$ cat config.mk
export PLATFORM = sky130hd
export DESIGN_NAME = ir_nec_tx_flat
export DESIGN_NICKNAME = d
export VERILOG_FILES = /design/src/rtl/ir_nec_pkg.sv /design/src/rtl/ir_nec_tx_if.sv /design/src/rtl/ir_us_tick.sv /design/src/rtl/ir_nec_tx.sv /design/src/flat_wrapper.sv
export SDC_FILE = /design/constraint.sdc
export NUM_CORES = 1
export LEC_CHECK = 0
export ABC_AREA = 1
export ABC_CLOCK_PERIOD_IN_PS = 3500
export CAP_MARGIN = 20
export CORE_MARGIN = 5
export CORE_UTILIZATION = 54
export CTS_CLUSTER_DIAMETER = 30
export DETAILED_ROUTE_END_ITERATION = 8
export PLACE_DENSITY_LB_ADDON = 0.3
export SLEW_MARGIN = 20
export SYNTH_ARGS = -nofsm -noshare
export SYNTH_HDL_FRONTEND = slang
export SYNTH_SLANG_ARGS = --single-unit
$ cat constraint.sdc
create_clock -name clk -period 3.5 [get_ports clk]
set_clock_uncertainty 0.15 [all_clocks]
set_input_delay 0.525 -clock clk [delete_from_list [all_inputs] [get_ports clk]]
set_output_delay 0.525 -clock clk [all_outputs]
set_load 0.05 [all_outputs]
$ cat src/rtl/ir_nec_pkg.sv
// ir_nec_pkg
// Shared NEC infrared protocol definitions: phase durations in microseconds,
// the transmitter state encoding, the frame width, and a small helper that
// tells which states drive a mark (IR line low / carrier on).
// No ports; imported with `import ir_nec_pkg::*;`.

package ir_nec_pkg;

    localparam int LEAD_MARK_US  = 9000;
    localparam int LEAD_SPACE_US = 4500;
    localparam int BIT_MARK_US   = 560;
    localparam int ZERO_SPACE_US = 560;
    localparam int ONE_SPACE_US  = 1680;
    localparam int STOP_MARK_US  = 560;

    // addr, ~addr, cmd, ~cmd
    localparam int FRAME_BITS = 32;

    typedef enum logic [2:0] {
        IDLE       = 3'd0,
        LEAD_MARK  = 3'd1,
        LEAD_SPACE = 3'd2,
        BIT_MARK   = 3'd3,
        BIT_SPACE  = 3'd4,
        STOP_MARK  = 3'd5
    } nec_state_e;

    function automatic logic is_mark(input logic [2:0] st);
        return (st == LEAD_MARK) || (st == BIT_MARK) || (st == STOP_MARK);
    endfunction

endpackage

$ cat src/rtl/ir_nec_tx_if.sv
// ir_nec_tx_if
// Request/status bundle of the NEC transmitter.
//   tx_start : single-cycle request to send one frame
//   addr     : 8-bit address, sampled when tx_start is accepted
//   cmd      : 8-bit command, sampled when tx_start is accepted
//   ir_out   : IR line, idle high, mark low
//   busy     : high while a frame is in progress
//   done     : one-cycle pulse when a frame completes
// master = requester side, slave = transmitter side.

interface ir_nec_tx_if;
    logic       tx_start;
    logic [7:0] addr;
    logic [7:0] cmd;
    logic       ir_out;
    logic       busy;
    logic       done;

    modport master (
        output tx_start, addr, cmd,
        input  ir_out, busy, done
    );

    modport slave (
        input  tx_start, addr, cmd,
        output ir_out, busy, done
    );
endinterface

$ cat src/rtl/ir_us_tick.sv
// ir_us_tick
// Microsecond prescaler: divides clk by DIV and raises tick for one cycle
// every DIV clocks. A synchronous clr restarts the count so that the first
// tick after a clear arrives exactly DIV clocks later.
// Ports:
//   clk   : system clock
//   rst_n : asynchronous active-low reset
//   clr   : synchronous restart of the prescaler
//   tick  : one-cycle pulse, period DIV clocks

module ir_us_tick #(
    parameter int DIV = 50
) (
    input  logic clk,
    input  logic rst_n,
    input  logic clr,
    output logic tick
);

    localparam int CW = (DIV > 1) ? $clog2(DIV) : 1;
    localparam logic [CW-1:0] LAST = CW'(DIV - 1);

    logic [CW-1:0] cnt;

    always_ff @(posedge clk or negedge rst_n) begin
        if (!rst_n) begin
            cnt <= '0;
        end else if (clr || (cnt == LAST)) begin
            cnt <= '0;
        end else begin
            cnt <= cnt + 1'b1;
        end
    end

    // Tick is not gated by clr: the owner uses tick to decide the phase end
    // that itself raises clr, so gating would close a combinational loop.
    assign tick = (cnt == LAST);

endmodule

$ cat src/rtl/ir_nec_tx.sv
// ir_nec_tx
// NEC infrared transmitter. On an accepted tx_start it sends leader,
// addr, ~addr, cmd, ~cmd (each LSB first) and a stop mark on an active-low
// IR line, then pulses done. Phase lengths are counted in microseconds from
// ir_us_tick; prescaler and us counter restart on every state entry.
// Ports:
//   clk   : system clock
//   rst_n : asynchronous active-low reset
//   bus   : ir_nec_tx_if.slave (tx_start, addr, cmd, ir_out, busy, done)
// Build option: define IR_CARRIER_EN to modulate marks with a 50% duty
// square wave at CARRIER_FREQ (starting low at each mark). Without it the
// marks are constant low (baseband, suitable for receiver loopback).
// The *_T parameters default to the NEC timings and exist so that a
// faster-running instance can be built for bring-up.

module ir_nec_tx
    import ir_nec_pkg::*;
#(
    parameter int CLK_FREQ     = 50_000_000,
    parameter int CARRIER_FREQ = 38_000,
    parameter int LEAD_MARK_T  = LEAD_MARK_US,
    parameter int LEAD_SPACE_T = LEAD_SPACE_US,
    parameter int BIT_MARK_T   = BIT_MARK_US,
    parameter int ZERO_SPACE_T = ZERO_SPACE_US,
    parameter int ONE_SPACE_T  = ONE_SPACE_US,
    parameter int STOP_MARK_T  = STOP_MARK_US
) (
    input logic        clk,
    input logic        rst_n,
    ir_nec_tx_if.slave bus
);

    localparam int US_DIV = CLK_FREQ / 1_000_000;

    localparam logic [2:0] ST_IDLE       = IDLE;
    localparam logic [2:0] ST_LEAD_MARK  = LEAD_MARK;
    localparam logic [2:0] ST_LEAD_SPACE = LEAD_SPACE;
    localparam logic [2:0] ST_BIT_MARK   = BIT_MARK;
    localparam logic [2:0] ST_BIT_SPACE  = BIT_SPACE;
    localparam logic [2:0] ST_STOP_MARK  = STOP_MARK;

    logic [2:0]            state;
    logic [2:0]            state_nx;
    logic [13:0]           us_cnt;
    logic [13:0]           phase_len;
    logic [5:0]            bit_cnt;
    logic [FRAME_BITS-1:0] shreg;
    logic                  tick;
    logic                  phase_end;
    logic                  accept;
    logic                  state_chg;
    logic                  prescale_clr;
    logic                  mark_nx;
    logic                  ir_out_nx;
    logic                  ir_out_q;
    logic                  busy_q;
    logic                  done_q;

    ir_us_tick #(.DIV(US_DIV)) u_tick (
        .clk   (clk),
        .rst_n (rst_n),
        .clr   (prescale_clr),
        .tick  (tick)
    );

    always_comb begin
        phase_len = 14'd1;
        case (state)
            ST_LEAD_MARK:  phase_len = 14'(LEAD_MARK_T);
            ST_LEAD_SPACE: phase_len = 14'(LEAD_SPACE_T);
            ST_BIT_MARK:   phase_len = 14'(BIT_MARK_T);
            ST_BIT_SPACE:  phase_len = shreg[0] ? 14'(ONE_SPACE_T) : 14'(ZERO_SPACE_T);
            ST_STOP_MARK:  phase_len = 14'(STOP_MARK_T);
            default:       phase_len = 14'd1;
        endcase
    end

    // The phase ends on the tick that completes its last microsecond.
    assign phase_end = (state != ST_IDLE) && tick && (us_cnt == phase_len - 14'd1);
    assign accept    = (state == ST_IDLE) && bus.tx_start;

    always_comb begin
        state_nx = state;
        case (state)
            ST_IDLE:       if (bus.tx_start) state_nx = ST_LEAD_MARK;
            ST_LEAD_MARK:  if (phase_end) state_nx = ST_LEAD_SPACE;
            ST_LEAD_SPACE: if (phase_end) state_nx = ST_BIT_MARK;
            ST_BIT_MARK:   if (phase_end) state_nx = ST_BIT_SPACE;
            ST_BIT_SPACE:
                if (phase_end) begin
                    state_nx = (bit_cnt == 6'(FRAME_BITS - 1)) ? ST_STOP_MARK : ST_BIT_MARK;
                end
            ST_STOP_MARK:  if (phase_end) state_nx = ST_IDLE;
            default:       state_nx = ST_IDLE;
        endcase
    end

    // Every transition changes the state code, so a code change marks an entry.
    assign state_chg    = (state_nx != state);
    assign prescale_clr = state_chg || (state == ST_IDLE);
    assign mark_nx      = is_mark(state_nx);

`ifdef IR_CARRIER_EN
    localparam int CAR_PERIOD = CLK_FREQ / CARRIER_FREQ;
    localparam int CAR_CW     = (CAR_PERIOD > 1) ? $clog2(CAR_PERIOD) : 1;
    localparam logic [CAR_CW-1:0] CAR_LAST = CAR_CW'(CAR_PERIOD - 1);
    localparam logic [CAR_CW-1:0] CAR_HALF = CAR_CW'(CAR_PERIOD / 2);

    logic [CAR_CW-1:0] car_cnt;
    logic [CAR_CW-1:0] car_cnt_nx;

    // Carrier phase restarts at each mark entry so every mark begins low.
    always_comb begin
        if (!mark_nx || state_chg || (car_cnt == CAR_LAST)) begin
            car_cnt_nx = '0;
        end else begin
            car_cnt_nx = car_cnt + 1'b1;
        end
        ir_out_nx = mark_nx ? (car_cnt_nx >= CAR_HALF) : 1'b1;
    end

    always_ff @(posedge clk or negedge rst_n) begin
        if (!rst_n) begin
            car_cnt <= '0;
        end else begin
            car_cnt <= car_cnt_nx;
        end
    end
`else
    assign ir_out_nx = ~mark_nx;
`endif

    always_ff @(posedge clk or negedge rst_n) begin
        if (!rst_n) begin
            state    <= ST_IDLE;
            us_cnt   <= '0;
            bit_cnt  <= '0;
            shreg    <= '0;
            ir_out_q <= 1'b1;
            busy_q   <= 1'b0;
            done_q   <= 1'b0;
        end else begin
            state <= state_nx;

            if (prescale_clr) begin
                us_cnt <= '0;
            end else if (tick) begin
                us_cnt <= us_cnt + 14'd1;
            end

            if (accept) begin
                shreg   <= {~bus.cmd, bus.cmd, ~bus.addr, bus.addr};
                bit_cnt <= '0;
            end else if ((state == ST_BIT_SPACE) && phase_end) begin
                shreg   <= {1'b0, shreg[FRAME_BITS-1:1]};
                bit_cnt <= bit_cnt + 6'd1;
            end

            // Outputs are registered from the next state so they change on
            // the same edge as the state and never glitch.
            ir_out_q <= ir_out_nx;
            busy_q   <= (state_nx != ST_IDLE);
            done_q   <= (state == ST_STOP_MARK) && phase_end;
        end
    end

    assign bus.ir_out = ir_out_q;
    assign bus.busy   = busy_q;
    assign bus.done   = done_q;

endmodule
$ cat src/flat_wrapper.sv
// flat-port wrapper written by rule: the top's interface ports become plain ports
module ir_nec_tx_flat import ir_nec_pkg::*;
#(
    parameter int CLK_FREQ     = 50_000_000,
    parameter int CARRIER_FREQ = 38_000,
    parameter int LEAD_MARK_T  = LEAD_MARK_US,
    parameter int LEAD_SPACE_T = LEAD_SPACE_US,
    parameter int BIT_MARK_T   = BIT_MARK_US,
    parameter int ZERO_SPACE_T = ZERO_SPACE_US,
    parameter int ONE_SPACE_T  = ONE_SPACE_US,
    parameter int STOP_MARK_T  = STOP_MARK_US
)
  (clk, rst_n, bus_tx_start, bus_addr, bus_cmd, bus_ir_out, bus_busy, bus_done);
  ir_nec_tx_if bus_i ();
  input logic clk;
  input logic rst_n;
  input wire logic [$bits(bus_i.tx_start)-1:0] bus_tx_start;
  input wire logic [$bits(bus_i.addr)-1:0] bus_addr;
  input wire logic [$bits(bus_i.cmd)-1:0] bus_cmd;
  output wire logic [$bits(bus_i.ir_out)-1:0] bus_ir_out;
  output wire logic [$bits(bus_i.busy)-1:0] bus_busy;
  output wire logic [$bits(bus_i.done)-1:0] bus_done;
  assign bus_i.tx_start = bus_tx_start;
  assign bus_i.addr = bus_addr;
  assign bus_i.cmd = bus_cmd;
  assign bus_ir_out = bus_i.ir_out;
  assign bus_busy = bus_i.busy;
  assign bus_done = bus_i.done;
  ir_nec_tx #(.CLK_FREQ(CLK_FREQ), .CARRIER_FREQ(CARRIER_FREQ), .LEAD_MARK_T(LEAD_MARK_T), .LEAD_SPACE_T(LEAD_SPACE_T), .BIT_MARK_T(BIT_MARK_T), .ZERO_SPACE_T(ZERO_SPACE_T), .ONE_SPACE_T(ONE_SPACE_T), .STOP_MARK_T(STOP_MARK_T)) u_core (.clk(clk), .rst_n(rst_n), .bus(bus_i));
endmodule
==> results of run 1 <==
registers in the layout, summed over array words and instances (netlist names):
signal	count
u_core.shreg	32
u_core.us_cnt	14
u_core.state	3
u_core.u_tick.cnt	6
u_core.bit_cnt	6
u_core.bus.done	1
u_core.bus.busy	1
u_core.bus.ir_out	1
worst max-delay path, delay by kind of cell (launching register included):
family / cells / cell delay (ns)
buffers and inverters: 2 / 0.23
flip-flops: 1 / 0.75
AND/OR/NAND/NOR: 11 / 1.44
AO/OA/AOI/OAI: 1 / 0.26
cell families after synthesis:
kind of cell / synth area share
and+or+nand+nor: 0.325
xor gates and xnor gates: 0.0355
adders and majority gates: 0.0135
buffers and inverters: 0.0865
DFF: 0.433
AOI/OAI and AO/OA: 0.107
cell type report:
class,count,share of cell area
Clock buffer,10,0.0310
Clock inverter,6,0.0149
Inverter,54,0.0505
Tap cell,80,0.0243
Timing Repair Buffer,25,0.0571
Multi-Input combinational cell,320,0.433
Sequential cell,64,0.389
cells in the mapped netlist, types with 6 or more instances:
cell,number
xor2_1,14
nand2_4,6
clkbuf_1,7
a31oi_1,9
nor2_4,12
nand2_1,98
o21ai_0,44
nand3_2,6
inv_1,49
dfrtp_1,63
nand3_1,26
nor2_2,9
nand2_2,9
nor3_1,8
a21oi_1,9
nand4_1,8
nor2_1,39
stage by stage:
step | total power, mW | setup slack, ns | util | cells | hold WS, ns
after floorplan | 1.39 | 1.37 | - | 454 | 0.0794
after global placement | 1.48 | 0.692 | 0.585 | 543 | 0.312
after detailed placement | 1.50 | 0.621 | 0.585 | 543 | 0.319
after CTS | 2.13 | 0.597 | 0.613 | 559 | 0.0110
after global routing | 2.26 | 0.354 | 0.613 | 559 | 0.0372
final | 2.10 | 0.588 | 0.613 | 559 | 0.00200
path summary, 6_finish.rpt:
kind / startpoint / end / cells after the start / slack, ns
worst max-delay path: u_core.state[0]$_DFF_PN0_ / u_core.us_cnt[0]$_DFFE_PN0P_ / 14 / 0.59
worst min-delay path: rst_n / u_core.shreg[29]$_DFFE_PN0P_ / 1 / 0.002
worst max register to register: u_core.state[0]$_DFF_PN0_ / u_core.us_cnt[0]$_DFFE_PN0P_ / 14 / 0.59
worst min register to register: u_core.shreg[2]$_DFFE_PN0P_ / u_core.shreg[2]$_DFFE_PN0P_ / 2 / 0.34
max in group asynchronous: rst_n / u_core.bus.ir_out$_DFF_PN1_ / 2 / 2.27
min in group clk: u_core.shreg[2]$_DFFE_PN0P_ / u_core.shreg[2]$_DFFE_PN0P_ / 2 / 0.34
routing by layer:
layer / vias up / part of all wire
met3: 17 / 0.042
li1: 1496 / -
met1: 1403 / 0.48
met2: 76 / 0.46
met4: 0 / 0.015
met5: - / 0
where the power goes:
group | internal (mW) | switching [mW]
registers | 0.935 | 0.110
logic | 0.188 | 0.257
clock network | 0.326 | 0.286
total | 1.45 | 0.653
==> flow_metrics.py, run 1 <==
metrics = {
    "synth": {
        "mappedNetlistArea_sq_um": 3700,
        "yosysTopAreaCell": "dfrtp_1",
        "dominantRegCellSynth": "dfrtp_1",
        "synth_area_per_cell_sq_um": 8.16,
        "synth.top_cell.area_share": 0.426,
        "postSynth.asyncResetShare": 1.00,
        "ys_seq_elements": 64,
        "synth_sequential_area_ratio": 0.433,
        "netlist_instances": 454,
        "synth_enable_flop_cells": 0,
        "synthDistinctLibCells": 38,
        "synth.area.top_cells": "dfrtp_1 (43%), nand2_1 (9.9%), o21ai_0 (5.9%)",
        "postSynthNetCount": 477,
        "synthesis.yosys.warnings": 0,
    },
    "drt": {
        "drt_pre_antenna_iters": 4,
        "routed_wl_um": 7640,
        "avgRoutedWirePerCell_um": 13.7,
        "drt_iter0_drc": 177,
        "drt.antenna.violating_nets": 0,
        "route.detailed.drc": 0,
        "route.detailed.vias_per_inst": 5.35,
        "route.vias.total": 2992,
    },
    "timing": {
        "unrepaired_setup_endpoints_after_global_routing": "false",
        "worstMarginPinSlew_ns": 0.785,
        "fmaxAchievable_mhz": 343,
        "fin_crit_period_ns": 2.91,
        "report.final.setup_viol": 0,
        "portion_of_the_clock_cycle_consumed_by_the_worst_path_in_the_final_layout": 0.832,
        "timing_hold_violations_final": 0,
        "sum_of_negative_setup_slack_ns": 0,
        "maxSlewHeadroom": 0.476,
        "slew_viol_final": 0,
    },
    "cells_and_area": {
        "multi_input_area_sq_um": 1780,
        "n_fill_cell": 597,
        "area_overhead_of_the_layout_relative_to_synthesis_pct": 11.1,
        "design.final.nets": 497,
        "final_common_cell": "nand2_1",
        "final_design_area_no_fill_sq_um": 4120,
        "antenna_cells": 0,
        "most-common-layout-cells": "nand2_1 (98), dfrtp_1 (63), inv_1 (49)",
        "final_layout_size_suffix_gt1_frac": 0.154,
        "regArea_sq_um": 1600,
    },
    "die": {
        "initial_utilization": 0.551,
        "floorplan.die_area_sq_um": 8620,
        "fp.coreArea_sq_um": 6720,
        "design.portCount": 22,
        "dieWidth_um": 92.8,
        "die_height_um": 92.8,
        "placement_rows": 30,
    },
    "cts": {
        "root_buffer": "clkbuf_8",
        "clk_pin_slew_ns": 0.07,
        "cts_setup_buffers": 0,
        "post_cts_resize_count": 0,
        "cts_sinks": 64,
        "cts_hold_buf": 0,
        "cts_tree": "built",
        "cts_buffers": 9,
        "clock_path_buffers": 2,
        "ctsHtreeMaxLevel": 3,
        "worst_skew_pair.late_latency_ns": 0.34,
    },
    "critical_path": {
        "critical_path.max_stage_delay_ns": 0.75,
        "crit_path_launch_type": "register",
        "crit_path_max_fanout": 14,
        "worst-endpoint-required_ns": 3.61,
        "critPathKind": "register to register",
        "worstPathCellList": "inv_2 > nand2_1 > nand2_2 > nand2_2 > inv_2 > nor2_2 > nand3_2 > nor2_8 > nand2_2 > nand2_1 > nand2_1 > nand3_2 > nand4_4 > a21oi_1",
        "timing.critical_path.slowest_stage_cell": "dfrtp_1",
        "element_type_at_the_critical_path_end": "register",
        "worstPathArrival_ns": 3.02,
    },
    "global_route": {
        "grt_util_met2": 0.292,
        "first_global_vias": 2753,
        "grt_start_max_net_pins": 43,
        "global_route.usage.met1": 0.276,
        "gr_layer_usage_met3": 0.0431,
        "grt_overflow_total": 0,
        "grt.busiest_layer": "met2",
        "grt_antenna_before_repair": 0,
        "grt_first_pass_wirelength_um": 13300,
        "groute.usage.overall": 0.195,
    },
    "power": {
        "power_leakage_nw": 1.89,
        "max-vdd-ir-drop_mv": 0.330,
        "pwr_dens_nw_per_um2": 511,
    },
    "place": {
        "detailedPlacementHpwl_um": 5490,
        "routabilityCongestion": 0.903,
        "postPlaceCellArea_sq_um": 3930,
        "place.port_buffers": 21,
    },
    "outcome": {
        "outcome": "completed",
    },
    "min_path": {
        "timing.hold.worst.class": "input pin to async pin",
    },
    "job": {
        "timing.max_cap.violations": 0,
    },
}
No activity file was read; power rests on OpenSTA's default activity.
==> inputs of run 2 (changes only) <==
- ABC_CLOCK_PERIOD_IN_PS: 3500 -> 2800
- clock period: 3.5 -> 2.8 ns (I/O delays scaled with it)
==> run 2 against run 1 <==
Routed wire length shrank 1.3%. Worst setup slack lost 0.26 ns. Sequential share of layout area shrank 0.98 points. Maximum frequency grew 18%. Largest cell class unchanged. Register-to-register slack lost 0.26 ns. Sequential power grew 25%. Via count is essentially flat. Non-clock buffer count grew 14. Power grew 25%. Highest routed layer unchanged. Core utilization grew 1.7 points.
==> flow_metrics.py, run 2 (synthesis gave the netlist of run 1 again) <==
metrics = {
    "critical_path": {
        "worstPathArrival_ns": 2.60,
        "crit_path_frequent_cell": "nand3_2",
        "path_delay_family": "simple AND/OR/NAND/NOR gates",
        "timing.reg2reg.worst_path_depth": 14,
        "reg2reg_to": "u_core.us_cnt[1]$_DFFE_PN0P_",
        "critical_path.max_stage_delay_ns": 0.54,
        "timing.critical_path.slowest_stage_cell": "dfrtp_2",
        "r2r-start": "u_core.state[0]$_DFF_PN0_",
        "element_type_at_the_critical_path_end": "register",
        "worst-endpoint-required_ns": 2.93,
        "crit_path_launch_type": "register",
        "worstPathCellList": "nor2_8 > nand2_4 > nand3_2 > inv_1 > nor2_1 > nand3_2 > nor2_8 > nand2_2 > nand2_1 > nand2_1 > nand3_2 > nand4_4 > buf_4 > nor2_1",
        "reg_to_reg_setup_timing_slack_ns": 0.33,
        "critPathKind": "register to register",
        "number_of_buffers_and_inverters_on_the_critical_path": 2,
        "critical_path.startpoint": "u_core.state[0]$_DFF_PN0_",
        "crit_path_max_fanout": 11,
    },
    "cells_and_area": {
        "largest_register_ffs": 32,
        "final_common_cell": "nand2_1",
        "area_overhead_of_the_layout_relative_to_synthesis_pct": 14.2,
        "design.final.nets": 511,
        "largest-register": "u_core.shreg",
        "largest_registers": "u_core.shreg (32), u_core.us_cnt (14)",
        "most-common-layout-cells": "nand2_1 (98), dfrtp_1 (61), inv_1 (49)",
        "n_fill_cell": 557,
        "final_layout_size_suffix_gt1_frac": 0.183,
        "antenna_cells": 0,
    },
    "die": {
        "dieWidth_um": 92.8,
        "die_height_um": 92.8,
        "initial_utilization": 0.551,
        "fp.coreArea_sq_um": 6720,
        "floorplan.die_area_sq_um": 8620,
        "design.portCount": 22,
        "placement_rows": 30,
    },
    "timing": {
        "fin_crit_period_ns": 2.47,
        "fmaxAchievable_mhz": 405,
        "sum_of_negative_setup_slack_ns": 0,
        "maxSlewHeadroom": 0.472,
        "report.final.setup_viol": 0,
        "portion_of_the_clock_cycle_consumed_by_the_worst_path_in_the_final_layout": 0.882,
        "timing_hold_violations_final": 0,
        "worstMarginPinSlew_ns": 0.791,
        "slew_viol_final": 0,
        "unrepaired_setup_endpoints_after_global_routing": "false",
    },
    "job": {
        "timing.max_cap.violations": 0,
    },
    "place": {
        "place.port_buffers": 21,
        "routabilityCongestion": 0.915,
        "detailedPlacementHpwl_um": 5520,
    },
    "drt": {
        "route.detailed.vias_per_inst": 5.22,
        "drt_pre_antenna_iters": 4,
        "route.detailed.drc": 0,
        "avgRoutedWirePerCell_um": 13.2,
        "drt.antenna.violating_nets": 0,
        "drt_iter0_drc": 145,
        "route.vias.total": 2993,
        "routed_wl_um": 7540,
    },
    "min_path": {
        "hold-path-endpoint": "u_core.shreg[3]$_DFFE_PN0P_",
        "timing.hold.worst.class": "register to register",
        "min_path_cells": 2,
        "worstHoldStart": "u_core.shreg[3]$_DFFE_PN0P_",
    },
    "cts": {
        "clock_path_buffers": 2,
        "cts_sinks": 64,
        "cts_buffers": 9,
        "worst_skew_pair.late_latency_ns": 0.34,
        "cts_tree": "built",
        "root_buffer": "clkbuf_8",
        "ctsHtreeMaxLevel": 3,
        "clk_pin_slew_ns": 0.08,
    },
    "global_route": {
        "grt_overflow_total": 0,
        "grt_start_max_net_pins": 39,
        "grt_first_pass_wirelength_um": 13200,
        "first_global_vias": 2879,
        "groute.usage.overall": 0.193,
        "grt_antenna_before_repair": 0,
    },
    "power": {
        "power_leakage_nw": 1.95,
        "pwr_dens_nw_per_um2": 621,
        "max-vdd-ir-drop_mv": 0.516,
        "overall_power_mw": 2.63,
    },
    "outcome": {
        "outcome": "completed",
    },
}
## run 2: final cells by class
cell class                      instances  area [sq um]  share of cell area
Clock inverter                          7          55.1              0.0130
Multi-Input combinational cell        320          1780               0.421
Clock buffer                            9           124              0.0293
Timing Repair Buffer                   39           355              0.0840
Sequential cell                        64          1610               0.380
Tap cell                               80           100              0.0237
Inverter                               54           208              0.0491
## run 2: worst max path at each step
stage,to,slack [ns],depth (start not counted)
global placement,u_core.us_cnt[0]$_DFFE_PN0P_,0.09,14
CTS,u_core.us_cnt[12]$_DFFE_PN0P_,0.07,12
finish,u_core.us_cnt[1]$_DFFE_PN0P_,0.33,14
floorplan,u_core.us_cnt[4]$_DFFE_PN0P_,0.67,14
global route,u_core.shreg[28]$_DFFE_PN0P_,0.03,7
detailed placement,u_core.us_cnt[12]$_DFFE_PN0P_,0.005,12
## run 2: metal layers
layer  track usage  share of wire  vias to the layer above
li1              -              -                     1533
met1         0.263           0.48                     1390
met2         0.295           0.46                       60
met3        0.0455          0.044                       10
met4        0.0794          0.018                        0
met5             0              0                        -
## run 2: tightest hold or removal path, stage by stage, from the launching register on
cell,delay (ns)
dfrtp_1,0.34
nand2_1,0.05
o21ai_0,0.06
## run 2: stage by stage
step	cell area, sq um	cells	hold WS [ns]	setup slack, ns	util
2_1_floorplan	3700	454	-0.0256	0.666	-
3_3_place_gp	3980	548	0.310	0.0907	0.592
3_5_place_dp	3980	548	0.314	0.00526	0.592
5_1_grt	4230	573	0.365	0.0292	0.629
4_1_cts	4170	565	0.335	0.0652	0.620
6_report	4230	573	0.331	0.332	0.629
## run 2: timing repair
action,CTS,global route
setup endpoints to repair,1,15
gates resized for setup,1,1
endpoints found under the hold margin,25,0
gates cloned,0,0
pin swaps,0,1
hold buffers,1,0
buffers inserted,0,8
## run 2: power by group
part	switching (mW)	internal [mW]	total, mW
logic	0.332	0.269	0.601
clock network	0.394	0.328	0.722
registers	0.136	1.17	1.31
total	0.863	1.77	2.63
==> inputs of run 3 (changes only) <==
- CORE_MARGIN: 5 -> 3
- CTS_CLUSTER_SIZE: unset -> 28
==> run 3 against run 2 <==
Sequential share of layout area barely moved. Critical path type unchanged. Core utilization rose by 2.0 points. Flip-flop and latch count is the same. Highest routed layer unchanged. Worst hold slack better by 0.0041 ns. Die area shrank 8.4%. Worst setup slack worse by 0.033 ns. Critical endpoint is now u_core.us_cnt[2]$_DFFE_PN0P_. Clock power up 13%.
==> flow_metrics.py, run 3 (synthesis gave the netlist of run 1 again) <==
metrics = {
    "outcome": {
        "outcome": "completed",
    },
    "critical_path": {
        "crit_path_max_fanout": 10,
        "element_type_at_the_critical_path_end": "register",
        "endpoint": "u_core.us_cnt[2]$_DFFE_PN0P_",
        "reg2reg_to": "u_core.us_cnt[2]$_DFFE_PN0P_",
        "worstPathCellList": "nand2_4 > nand2_4 > nand2_1 > nand2_1 > nand2_1 > nor2_2 > nand3_2 > nor2_8 > nand2_1 > o21ai_1 > nand3_2 > nand4_4 > buf_4 > nor2_1",
        "r2r-start": "u_core.state[2]$_DFF_PN0_",
        "crit_path_launch_type": "register",
        "worst-endpoint-required_ns": 2.87,
        "worstPathArrival_ns": 2.57,
        "timing.critical_path.slowest_stage_cell": "dfrtp_1",
        "critical_path.startpoint": "u_core.state[2]$_DFF_PN0_",
        "crit_path_frequent_cell": "nand2_1",
        "critical_path.max_stage_delay_ns": 0.60,
        "reg_to_reg_setup_timing_slack_ns": 0.30,
        "critPathKind": "register to register",
        "timing.reg2reg.worst_path_depth": 14,
    },
    "cts": {
        "cts_buffers": 9,
        "cts_tree": "built",
        "worst_skew_pair.late_latency_ns": 0.34,
        "clk_pin_slew_ns": 0.08,
        "clock_path_buffers": 2,
        "cts_sinks": 64,
        "ctsHtreeMaxLevel": 3,
        "root_buffer": "clkbuf_8",
    },
    "min_path": {
        "timing.hold.worst.class": "register to register",
    },
    "die": {
        "floorplan.die_area_sq_um": 7890,
        "die_height_um": 88.8,
        "placement_rows": 29,
        "initial_utilization": 0.570,
        "fp.coreArea_sq_um": 6490,
        "dieWidth_um": 88.8,
        "design.portCount": 22,
    },
    "cells_and_area": {
        "final_common_cell": "nand2_1",
        "largest-register": "u_core.shreg",
        "design.final.nets": 507,
        "final_design_area_no_fill_sq_um": 4220,
        "n_fill_cell": 545,
        "regArea_sq_um": 1600,
        "antenna_cells": 0,
        "area_overhead_of_the_layout_relative_to_synthesis_pct": 13.8,
        "multi_input_area_sq_um": 1780,
        "final_layout_size_suffix_gt1_frac": 0.168,
        "largest_registers": "u_core.shreg (32), u_core.us_cnt (14)",
        "most-common-layout-cells": "nand2_1 (98), dfrtp_1 (63), inv_1 (49)",
        "largest_register_ffs": 32,
    },
    "global_route": {
        "grt_first_pass_wirelength_um": 13400,
        "grt_start_max_net_pins": 65,
        "grt_antenna_before_repair": 0,
        "grt_overflow_total": 0,
        "first_global_vias": 2888,
        "groute.usage.overall": 0.217,
    },
    "drt": {
        "route.detailed.vias_per_inst": 5.30,
        "route.detailed.drc": 0,
        "drt.antenna.violating_nets": 0,
        "drt_pre_antenna_iters": 4,
        "dr.max_layer_used": "met4",
        "wl_met2_um": 3560,
        "route.met3.wl_um": 366,
        "route.vias.total": 2997,
        "routed_wl_um": 7650,
        "wirelength_met1_um": 3670,
        "avgRoutedWirePerCell_um": 13.5,
        "drt_iter0_drc": 211,
    },
    "power": {
        "pwr_dens_nw_per_um2": 639,
        "intPower_mw": 1.88,
        "switching_share": 0.301,
        "power.share.combinational": 0.217,
        "max-vdd-ir-drop_mv": 0.397,
        "power_leakage_nw": 1.95,
        "power.sequential.fraction": 0.481,
        "clkPwrFrac": 0.302,
        "psw_mw": 0.811,
    },
    "timing": {
        "slew_viol_final": 0,
        "fin_crit_period_ns": 2.50,
        "portion_of_the_clock_cycle_consumed_by_the_worst_path_in_the_final_layout": 0.893,
        "report.final.setup_viol": 0,
        "timing_hold_violations_final": 0,
        "sum_of_negative_setup_slack_ns": 0,
        "whs_ns": 0.335,
        "unrepaired_setup_endpoints_after_global_routing": "false",
        "maxSlewHeadroom": 0.669,
        "worstMarginPinSlew_ns": 0.495,
        "fmaxAchievable_mhz": 400,
    },
    "place": {
        "routabilityCongestion": 0.957,
        "place.port_buffers": 21,
        "postPlaceCellArea_sq_um": 3970,
        "detailedPlacementHpwl_um": 5370,
    },
    "job": {
        "timing.max_cap.violations": 0,
    },
}
==> run 3: worst min-delay path by stage <==
stage	start	end	slack (ns)	depth (start not counted)
3_3_place_gp	rst_n	u_core.bus.done$_DFF_PN0_	0.31	2
2_1_floorplan	rst_n	u_core.bit_cnt[0]$_DFFE_PN0P_	-0.03	0
6_report	u_core.shreg[5]$_DFFE_PN0P_	u_core.shreg[5]$_DFFE_PN0P_	0.34	2
4_1_cts	u_core.shreg[29]$_DFFE_PN0P_	u_core.shreg[29]$_DFFE_PN0P_	0.34	2
3_5_place_dp	rst_n	u_core.us_cnt[3]$_DFFE_PN0P_	0.32	2
5_1_grt	u_core.shreg[5]$_DFFE_PN0P_	u_core.shreg[5]$_DFFE_PN0P_	0.37	2
==> run 3: worst max-delay path, delay by kind of cell, from the launching register on <==
| family | cells | cell delay, ns |
|---|---|---|
| buffers and inverters | 1 | 0.21 |
| AOI/OAI and AO/OA | 1 | 0.12 |
| DFF | 1 | 0.60 |
| and+or+nand+nor | 12 | 1.31 |
==> run 3: metal layers <==
metal,track usage,vias up
met4,0.0687,0
li1,-,1524
met1,0.306,1401
met3,0.0559,4
met2,0.327,68
met5,0,-
==> run 3: through the flow <==
stage	setup WS (ns)	util	total power, mW	cells
final	0.299	0.649	2.70	566
after global routing	0.0867	0.649	2.89	566
after CTS	0.0962	0.644	2.70	562
after detailed placement	0.0899	0.612	1.88	545
after global placement	0.119	0.612	1.85	545
after floorplan	0.666	-	1.73	454
==> run 3: power groups by stage <==
| stage | Combinational [mW] | Sequential (mW) | Clock [mW] |
|---|---|---|---|
| finish | 0.586 | 1.30 | 0.813 |
| global route | 0.682 | 1.33 | 0.875 |
| global placement | 0.551 | 1.30 | 0 |
| CTS | 0.576 | 1.30 | 0.827 |
| detailed placement | 0.571 | 1.31 | 0 |
| floorplan | 0.445 | 1.29 | 0 |
==> run 3: layout make-up <==
| cell class | count | share of cell area |
|---|---|---|
| flip-flops and latches | 64 | 0.380 |
| well taps | 77 | 0.0228 |
| clock buffers | 13 | 0.0377 |
| inverters | 54 | 0.0498 |
| multi-input cells | 320 | 0.422 |
| clock inverters | 3 | 0.0101 |
| repair buffers | 35 | 0.0771 |
==> run 3: repair_timing <==
item	in CTS	in global routing
gates resized for setup	0	2
hold endpoints to repair	63	0
setup endpoints to repair	0	15
buffers inserted	0	4
hold buffers	1	0
